[src/rtl/ushift_register.sv]
// Universal shift register: parallel load, runtime shift direction, serial out,
// and a framing counter that strobes o_full once every BITS shifts.
module ushift_register #(
  parameter int              BITS    = 8,
  parameter logic [BITS-1:0] RST_VAL = '0,
  localparam int             CW      = $clog2(BITS)
) (
  input  logic            clk,
  input  logic            i_aclr,
  input  logic            i_sclr,
  input  logic            i_en,
  input  logic            i_load,
  input  logic [BITS-1:0] i_pdata,
  input  logic            i_dir,
  input  logic            i_dat,
  output logic [BITS-1:0] o_data,
  output logic            o_sdat,
  output logic [CW-1:0]   o_cnt,
  output logic            o_full
);

  localparam logic [CW-1:0] CNT_MAX = CW'(BITS - 1);

  logic [BITS-1:0] r_data;
  logic [CW-1:0]   r_cnt;
  logic            r_full;
  logic [BITS-1:0] w_shifted;

  // Serial data only feeds the register contents, never the counter or strobe.
  assign w_shifted = i_dir ? {i_dat, r_data[BITS-1:1]} : {r_data[BITS-2:0], i_dat};

  always_ff @(posedge clk or posedge i_aclr) begin
    if (i_aclr) begin
      r_data <= RST_VAL;
      r_cnt  <= '0;
      r_full <= 1'b0;
    end else if (i_sclr) begin
      r_data <= RST_VAL;
      r_cnt  <= '0;
      r_full <= 1'b0;
    end else if (i_load) begin
      r_data <= i_pdata;
      r_cnt  <= '0;
      r_full <= 1'b0;
    end else if (i_en) begin
      r_data <= w_shifted;
      if (r_cnt == CNT_MAX) begin
        r_cnt  <= '0;
        r_full <= 1'b1;
      end else begin
        r_cnt  <= r_cnt + CW'(1);
        r_full <= 1'b0;
      end
    end else begin
      r_full <= 1'b0;
    end
  end

  // The bit that the next shift would eject, tracking i_dir even during reset.
  assign o_sdat = i_dir ? r_data[0] : r_data[BITS-1];
  assign o_data = r_data;
  assign o_cnt  = r_cnt;
  assign o_full = r_full;

endmodule

[config.mk]
export PLATFORM = sky130hd
export DESIGN_NAME = ushift_register
export DESIGN_NICKNAME = d
export VERILOG_FILES = /design/src/rtl/ushift_register.sv
export SDC_FILE = /design/constraint.sdc
export NUM_CORES = 1
export LEC_CHECK = 0
export CORE_MARGIN = 8
export CORE_UTILIZATION = 45
export CTS_CLUSTER_SIZE = 30
export DETAILED_ROUTE_END_ITERATION = 8
export GPL_TIMING_DRIVEN = 0
export PLACE_DENSITY_LB_ADDON = 0.08
export SLEW_MARGIN = 5
export SYNTH_ARGS = -nofsm -noshare
export SYNTH_HDL_FRONTEND = slang
export SYNTH_SLANG_ARGS = --single-unit
[constraint.sdc]
create_clock -name clk -period 4 [get_ports clk]
set_input_delay 1 -clock clk [delete_from_list [all_inputs] [get_ports clk]]
set_output_delay 1 -clock clk [all_outputs]
set_load 0.02 [all_outputs]
==> flow_summary.rst, run 1 <==
.. list-table::
   :header-rows: 1

   * - Metric
     - Value
   * - Outcome
     - finished, final reports clean
   * - Count of unresolved DRC violations after routing
     - 0
   * - Residual antenna-violating net count after detailed routing
     - 0
   * - Family with the most delay on the worst path
     - buffers and inverters
   * - Antenna violations before repair
     - 0
   * - Proportion of layout cells with a drive suffix above 1
     - 20.7%
   * - Clock transition at path regs
     - 80 ps
   * - Arrival time of the worst setup path
     - 2000 ps
   * - Core Region
     - 1490 um2
   * - Number of top-level design ports
     - 28
   * - GRT met1 Usage
     - 14.6%
   * - DIE HEIGHT
     - 55.5 um
   * - GRT met2 Usage
     - 17.8%
   * - Class of the most critical setup path
     - in2out
   * - Post-CTS setup buffer count
     - 0
   * - Area share of the largest cell type after synthesis
     - 42.9%
   * - Met3 Resource Use GR
     - 4.79%
   * - Final routed wirelength across all metal layers
     - 1760 um
   * - Kind of start point of the critical path
     - primary input
   * - Number of detailed-route iterations in the first pass
     - 4
   * - Netlist Area Pre-Place
     - 701 um2
   * - Initial Utilization
     - 47.1%
   * - Most frequent cells in the layout
     - sky130_fd_sc_hd__clkdlybuf4s50_1 (26), sky130_fd_sc_hd__dfrtp_1 (12), sky130_fd_sc_hd__mux2_2 (8), sky130_fd_sc_hd__nor4b_1 (8), sky130_fd_sc_hd__a221o_1 (8)
   * - Critical path endpoint category
     - primary output
   * - P&R area growth vs syn
     - 45.2%
   * - Number of clock sinks
     - 12
   * - Number of warnings reported in the yosys synthesis log
     - 0
   * - Via count of the first global-routing pass
     - 662
   * - Maximum clock frequency
     - 334 MHz
   * - Worst Skew
     - 0.570 ps
   * - Slowest cell on the critical path
     - sky130_fd_sc_hd__clkdlybuf4s50_1
   * - Number of maximum-capacitance violations
     - 0
   * - Avg WL per Cell
     - 17.1 um
   * - Global-route wire length before repair
     - 3060 um
   * - Worst setup slack before clock tree synthesis
     - 998 ps
   * - CTS Buf Count
     - 3
   * - Maximum clock insertion buffer count
     - 2
   * - Clock tree from TritonCTS
     - built
   * - Number of vias per cell after detailed routing
     - 5.70
   * - Die Outline Area
     - 3080 um2
   * - Share of the yosys chip area belonging to registers
     - 42.9%
   * - Cell types with the largest area share after synthesis
     - sky130_fd_sc_hd__dfrtp_1 (43%), sky130_fd_sc_hd__mux2_2 (13%), sky130_fd_sc_hd__a221o_1 (11%), sky130_fd_sc_hd__nor4b_1 (10%), sky130_fd_sc_hd__ha_1 (3.6%)
   * - Setup ws final
     - 1000 ps
   * - Final period utilization
     - 74.9%
   * - Total inserted antenna cells
     - 0
   * - Horizontal die dimension
     - 55.5 um
   * - Buf/Inv on CP
     - 2
   * - Nets
     - 105
   * - Number of DRC markers in iteration 0
     - 7
   * - H-tree depth reported by CTS
     - 1
   * - Most used routing layer
     - met2
   * - FP Rows
     - 14
   * - Port-buffer cells
     - 26
   * - Overall fraction of global-route tracks in use
     - 11.8%
   * - Number of synthesized register bits
     - 12
   * - Final HPWL from detailed placement
     - 1320 um
   * - Sum of overflow across all layers after global routing
     - 0
   * - Syn Nets
     - 74
   * - Cell count after synthesis
     - 57
   * - Unrepaired setup endpoints after global routing
     - no
   * - Total power after layout
     - 0.000299 W
   * - Post-Syn Area per Cell
     - 12.3 um2
   * - Count of hold-fix buffers inserted at cts
     - 0
   * - Total Neg Setup Slack
     - 0 ps
   * - Library cells used by synthesis
     - 18
   * - Peak supply drop
     - 0.212 mV
   * - Slew headroom
     - 64.2%
   * - Required time at the worst-slack endpoint
     - 3000 ps
   * - Commonest non-fill, non-tap cell in the layout
     - sky130_fd_sc_hd__clkdlybuf4s50_1
   * - P_leak
     - 0.433 nW
   * - Final Hold Viols
     - 0
   * - Class of the most critical hold timing path
     - reg2reg
   * - Post_cts resized
     - 0
   * - Fill cell instance count of the final layout
     - 122
   * - Count of vias placed by the detailed router
     - 587
   * - Skew-Pair Late Insertion Delay
     - 270 ps
   * - Weighted congestion at the end of routability-driven global placement
     - 0.732
   * - Number of endpoints failing setup at the final stage
     - 0
   * - P per Cell Area
     - 294 nW/um2
   * - CTS root buf
     - sky130_fd_sc_hd__clkbuf_4
   * - Actual slew at the worst max-slew pin
     - 535 ps
   * - Synth area leader
     - sky130_fd_sc_hd__dfrtp_1
   * - Pin count of the biggest net entering global routing
     - 13
   * - Final Max Slew Viols
     - 0
   * - Delay of the slowest critical-path stage
     - 540 ps
   * - Tmin final
     - 3000 ps
   * - Critical path, cell by cell
     - buf_6, mux2_2, clkdlybuf4s50_1
   * - Crit-path max FO
     - 9
[logic make-up after synthesis]
kind of cell / Yosys count / share of synthesized area [%]
simple gates: 17 / 18.4
mux: 11 / 17.9
flops: 12 / 42.9
fa+ha+maj: 2 / 3.57
buf+inv: 6 / 4.82
compound gates: 9 / 12.5
[metrics by stage]
stage | hold WS [ps] | utilization [%] | area (um2) | cells
after detailed placement | 596 | 65.9 | 981 | 99
after floorplan | 659 | - | 701 | 57
after global routing | 629 | 68.3 | 1020 | 103
final | 610 | 68.3 | 1020 | 103
after CTS | 607 | 68.3 | 1020 | 103
after global placement | 588 | 65.9 | 981 | 99
[path summary, 6_finish.rpt]
path | startpoint | endpoint | slack, ps | cells past startpoint
worst max-delay path | i_dir | o_sdat | 1000 | 3
worst min-delay path | o_cnt[0] | o_cnt[0] | 610 | 2
worst max register to register | o_cnt[0] | o_cnt[0] | 2480 | 4
worst min register to register | o_cnt[0] | o_cnt[0] | 610 | 2
max in group asynchronous | i_aclr | o_data[0] | 2650 | 2
min in group asynchronous | i_aclr | o_full | 1040 | 2
[power breakdown]
| group | internal [W] | switching, W |
|---|---|---|
| logic | 0.0000395 | 0.0000300 |
| clock network | 0.0000553 | 0.0000411 |
| registers | 0.000127 | 0.00000590 |
[final cells by class]
type / instances / area [um2] / share of cell area (%)
multi-input cells: 39 / 367 / 36.0
flip-flops and latches: 12 / 300 / 29.5
repair buffers: 26 / 260 / 25.6
clock buffers: 4 / 36.3 / 3.57
plain buffers: 5 / 30.0 / 2.95
well taps: 16 / 20.0 / 1.97
inverters: 1 / 3.75 / 0.369
[Yosys cell counts]
| cell | n |
|---|---|
| sky130_fd_sc_hd__nor3_1 | 3 |
| sky130_fd_sc_hd__a221o_1 | 8 |
| sky130_fd_sc_hd__mux2_2 | 8 |
| sky130_fd_sc_hd__inv_1 | 1 |
| sky130_fd_sc_hd__buf_2 | 3 |
| sky130_fd_sc_hd__clkbuf_1 | 1 |
| sky130_fd_sc_hd__or3b_1 | 1 |
| sky130_fd_sc_hd__nand2b_1 | 1 |
| sky130_fd_sc_hd__a211oi_1 | 1 |
| sky130_fd_sc_hd__nor4b_1 | 8 |
| sky130_fd_sc_hd__nor2b_1 | 2 |
| sky130_fd_sc_hd__nor3b_2 | 1 |
| sky130_fd_sc_hd__mux2i_1 | 2 |
| sky130_fd_sc_hd__dfrtp_1 | 12 |
| sky130_fd_sc_hd__ha_1 | 2 |
| sky130_fd_sc_hd__mux2_4 | 1 |
| sky130_fd_sc_hd__nand2_1 | 1 |
| sky130_fd_sc_hd__buf_6 | 1 |
[metal layers]
layer / share of wire (%) / wire length [um]
met5: 0 / 0
met4: 0.51 / 9
met3: 6.6 / 116
met2: 43 / 751
met1: 50 / 886
[worst min-delay path, delay by kind of cell (launching register included)]
family          cells  cell delay [ps]
simple gates        1               80
compound gates      1               70
flops               1              410
[sequential cells by signal, summed over array words and instances (netlist names)]
name,flops
o_cnt,3
o_data,8
o_full,1
Note: power is estimated with default switching activity, not from simulation.
==> inputs of run 2 (changes only) <==
Settings changed: CORE_ASPECT_RATIO from default to 1.25, CORE_UTILIZATION 45 to 37.
Clock period 4 ns to 2.4 ns, I/O delays scaled along.
==> run 2 against run 1 <==
Power rose by 70%. Setup slack got worse by 810 ps. Clock skew is 4.6 ps higher. First-iteration DRC count is 57% higher. Sequential cell count did not move. Core utilization is 11 points lower. Global-route usage fell by 0.87 points. Final cell count grew 2.9%. Via count up 2.7%. Worst hold slack got worse by 2.0 ps. Design area grew 0.37%. Critical path type unchanged.
==> flow_summary.rst, run 2 (synthesized netlist as in run 1, its figures left out) <==
.. list-table::
   :header-rows: 1

   * - Metric
     - Value
   * - Number of maximum-capacitance violations
     - 0 (unchanged)
   * - Post_cts resized
     - 0 (unchanged)
   * - Total inserted antenna cells
     - 0 (unchanged)
   * - Critical path endpoint category
     - primary output
   * - Weighted congestion at the end of routability-driven global placement
     - 0.735 (+0.33%)
   * - Maximum clock frequency
     - 454 MHz
   * - Internal power
     - 0.000370 W (+67%)
   * - Count of hold-fix buffers inserted at cts
     - 0 (unchanged)
   * - Commonest non-fill, non-tap cell in the layout
     - sky130_fd_sc_hd__clkdlybuf4s50_1
   * - Actual slew at the worst max-slew pin
     - 599 ps (+64.1 ps)
   * - FP Rows
     - 17 (+3)
   * - Critical path, cell by cell
     - buf_6, mux2_2, clkdlybuf4s50_1
   * - Number of vias per cell after detailed routing
     - 5.69 (-0.18%)
   * - H-tree depth reported by CTS
     - 1 (unchanged)
   * - Port-buffer cells
     - 26 (unchanged)
   * - R2R setup slack
     - 910 ps (-1570 ps)
   * - Total Neg Setup Slack
     - 0 ps (unchanged)
   * - Power share of the clock group
     - 33.5% (+1.2 points)
   * - CP Capture Point
     - o_sdat
   * - CP Launch Point
     - i_dir
   * - Skew-Pair Late Insertion Delay
     - 280 ps (about the same)
   * - Number of DRC markers in iteration 0
     - 11 (+4)
   * - Class of the most critical setup path
     - in2out
   * - Required time at the worst-slack endpoint
     - 1800 ps (-1200 ps)
   * - Horizontal die dimension
     - 54.9 um (-0.97%)
   * - Buf/Inv on CP
     - 2 (unchanged)
   * - Number of endpoints failing setup at the final stage
     - 0 (unchanged)
   * - Clock transition at path regs
     - 90 ps (about the same)
   * - Initial Utilization
     - 39.2% (-7.8 points)
   * - Final HPWL from detailed placement
     - 1420 um (+7.7%)
   * - Number of flip-flops under the largest register name
     - 8 (unchanged)
   * - Core Region
     - 1790 um2 (+20%)
   * - DIE HEIGHT
     - 64.7 um (+17%)
   * - Number of top-level design ports
     - 28 (unchanged)
   * - Residual antenna-violating net count after detailed routing
     - 0 (unchanged)
   * - Via count of the first global-routing pass
     - 650 (-1.8%)
   * - Unrepaired setup endpoints after global routing
     - no
   * - Proportion of layout cells with a drive suffix above 1
     - 20.7% (unchanged)
   * - Crit Reg-Reg Startpoint
     - o_cnt[0]
   * - Reg-to-Reg End
     - o_cnt[0]
   * - Final routed wirelength across all metal layers
     - 1940 um (+10%)
   * - Delay of the slowest critical-path stage
     - 540 ps (about the same)
   * - Tmin final
     - 2200 ps
   * - R2R cell count
     - 4 (unchanged)
   * - P&R area growth vs syn
     - 45.7%
   * - Number of detailed-route iterations in the first pass
     - 7 (+3)
   * - Avg WL per Cell
     - 18.3 um (+7.1%)
   * - Sum of overflow across all layers after global routing
     - 0 (unchanged)
   * - Post-CTS setup buffer count
     - 0 (unchanged)
   * - Family with the most delay on the worst path
     - buffers and inverters
   * - Maximum clock insertion buffer count
     - 2 (unchanged)
   * - Depth of the critical timing path with buffers and inverters included
     - 3 (unchanged)
   * - Count of vias placed by the detailed router
     - 603 (+2.7%)
   * - Switching power as a share of total power
     - 27.3% (+1.5 points)
   * - Flop pwr share
     - 43.5% (-1.0 points)
   * - Worst Skew
     - 5.16 ps (+4.59 ps)
   * - Switching power
     - 0.000139 W (+80%)
   * - Global-route wire length before repair
     - 3010 um (-1.8%)
   * - Peak supply drop
     - 0.340 mV (+60%)
   * - CTS Buf Count
     - 3 (unchanged)
   * - Total power after layout
     - 0.000509 W (+70%)
   * - CTS root buf
     - sky130_fd_sc_hd__clkbuf_4
   * - P per Cell Area
     - 498 nW/um2 (+70%)
   * - Overall fraction of global-route tracks in use
     - 10.9% (-0.87 points)
   * - Nets
     - 105 (unchanged)
   * - P_leak
     - 0.433 nW (unchanged)
   * - Final Max Slew Viols
     - 0 (unchanged)
   * - Most frequent cells in the layout
     - sky130_fd_sc_hd__clkdlybuf4s50_1 (26), sky130_fd_sc_hd__dfrtp_1 (12), sky130_fd_sc_hd__mux2_2 (8), sky130_fd_sc_hd__nor4b_1 (8), sky130_fd_sc_hd__a221o_1 (8)
   * - Crit-path max FO
     - 9 (unchanged)
   * - Class of the most critical hold timing path
     - reg2reg
   * - Arrival time of the worst setup path
     - 1600 ps (-400 ps)
   * - Antenna violations before repair
     - 0 (unchanged)
   * - Pin count of the biggest net entering global routing
     - 13 (unchanged)
   * - Slew headroom
     - 59.9% (-4.3 points)
   * - Final Hold Viols
     - 0 (unchanged)
   * - Kind of start point of the critical path
     - primary input
   * - Number of clock sinks
     - 12 (unchanged)
   * - Final period utilization
     - 91.7%
   * - Clock tree from TritonCTS
     - built
   * - Count of unresolved DRC violations after routing
     - 0 (unchanged)
   * - Slowest cell on the critical path
     - sky130_fd_sc_hd__clkdlybuf4s50_1
   * - Die Outline Area
     - 3550 um2 (+15%)
   * - Combinational power share
     - 23.0% (-0.3 points)
   * - Outcome
     - finished, final reports clean
run 2: final cells by class:
cell class              count  area [um2]
clock buffers               4        36.3
plain buffers               5        30.0
flip-flops and latches     12         300
fillers                   170         766
multi-input cells          39         367
well taps                  19        23.8
repair buffers             26         260
inverters                   1        3.75
run 2: worst min path at each step:
| stage | start | endpoint | slack (ps) | cells after the start |
|---|---|---|---|---|
| after floorplan | i_aclr | o_cnt[0] | 460 | 1 |
| after global placement | o_cnt[1] | o_cnt[1] | 590 | 2 |
| after detailed placement | o_cnt[0] | o_cnt[0] | 590 | 2 |
| after CTS | o_cnt[0] | o_cnt[0] | 620 | 2 |
| after global routing | o_cnt[0] | o_cnt[0] | 650 | 2 |
| final | o_cnt[0] | o_cnt[0] | 610 | 2 |
run 2: routing by layer:
layer / track usage [%] / share of wire, % / wire, um
met1: 13.7 / 44 / 846
met2: 17.6 / 47 / 911
met5: 0 / 0 / 0
met4: 2.71 / 1.3 / 25
met3: 2.97 / 8.3 / 161
run 2: tightest hold or removal path, cell delays in order (launching register included):
cell                       delay (ps)
sky130_fd_sc_hd__dfrtp_1          420
sky130_fd_sc_hd__nand2b_1          80
sky130_fd_sc_hd__a211oi_1          60
run 2: stage by stage:
step                instances  area [um2]  hold slack (ps)  util [%]  setup slack, ps
floorplan                  57         701              465         -              702
global placement          102         985              591      55.1              205
detailed placement        102         985              594      55.1              190
CTS                       106        1020              616      57.1              189
global route              106        1020              647      57.1              176
finish                    106        1020              608      57.1              198
run 2: power groups by stage:
| stage | registers [W] | clock network (W) | logic, W |
|---|---|---|---|
| after global placement | 0.000226 | 0 | 0.000116 |
| after CTS | 0.000222 | 0.000167 | 0.000118 |
| after global routing | 0.000223 | 0.000171 | 0.000125 |
| final | 0.000221 | 0.000170 | 0.000117 |
| after detailed placement | 0.000226 | 0 | 0.000118 |
| after floorplan | 0.000235 | 0 | 0.0000494 |
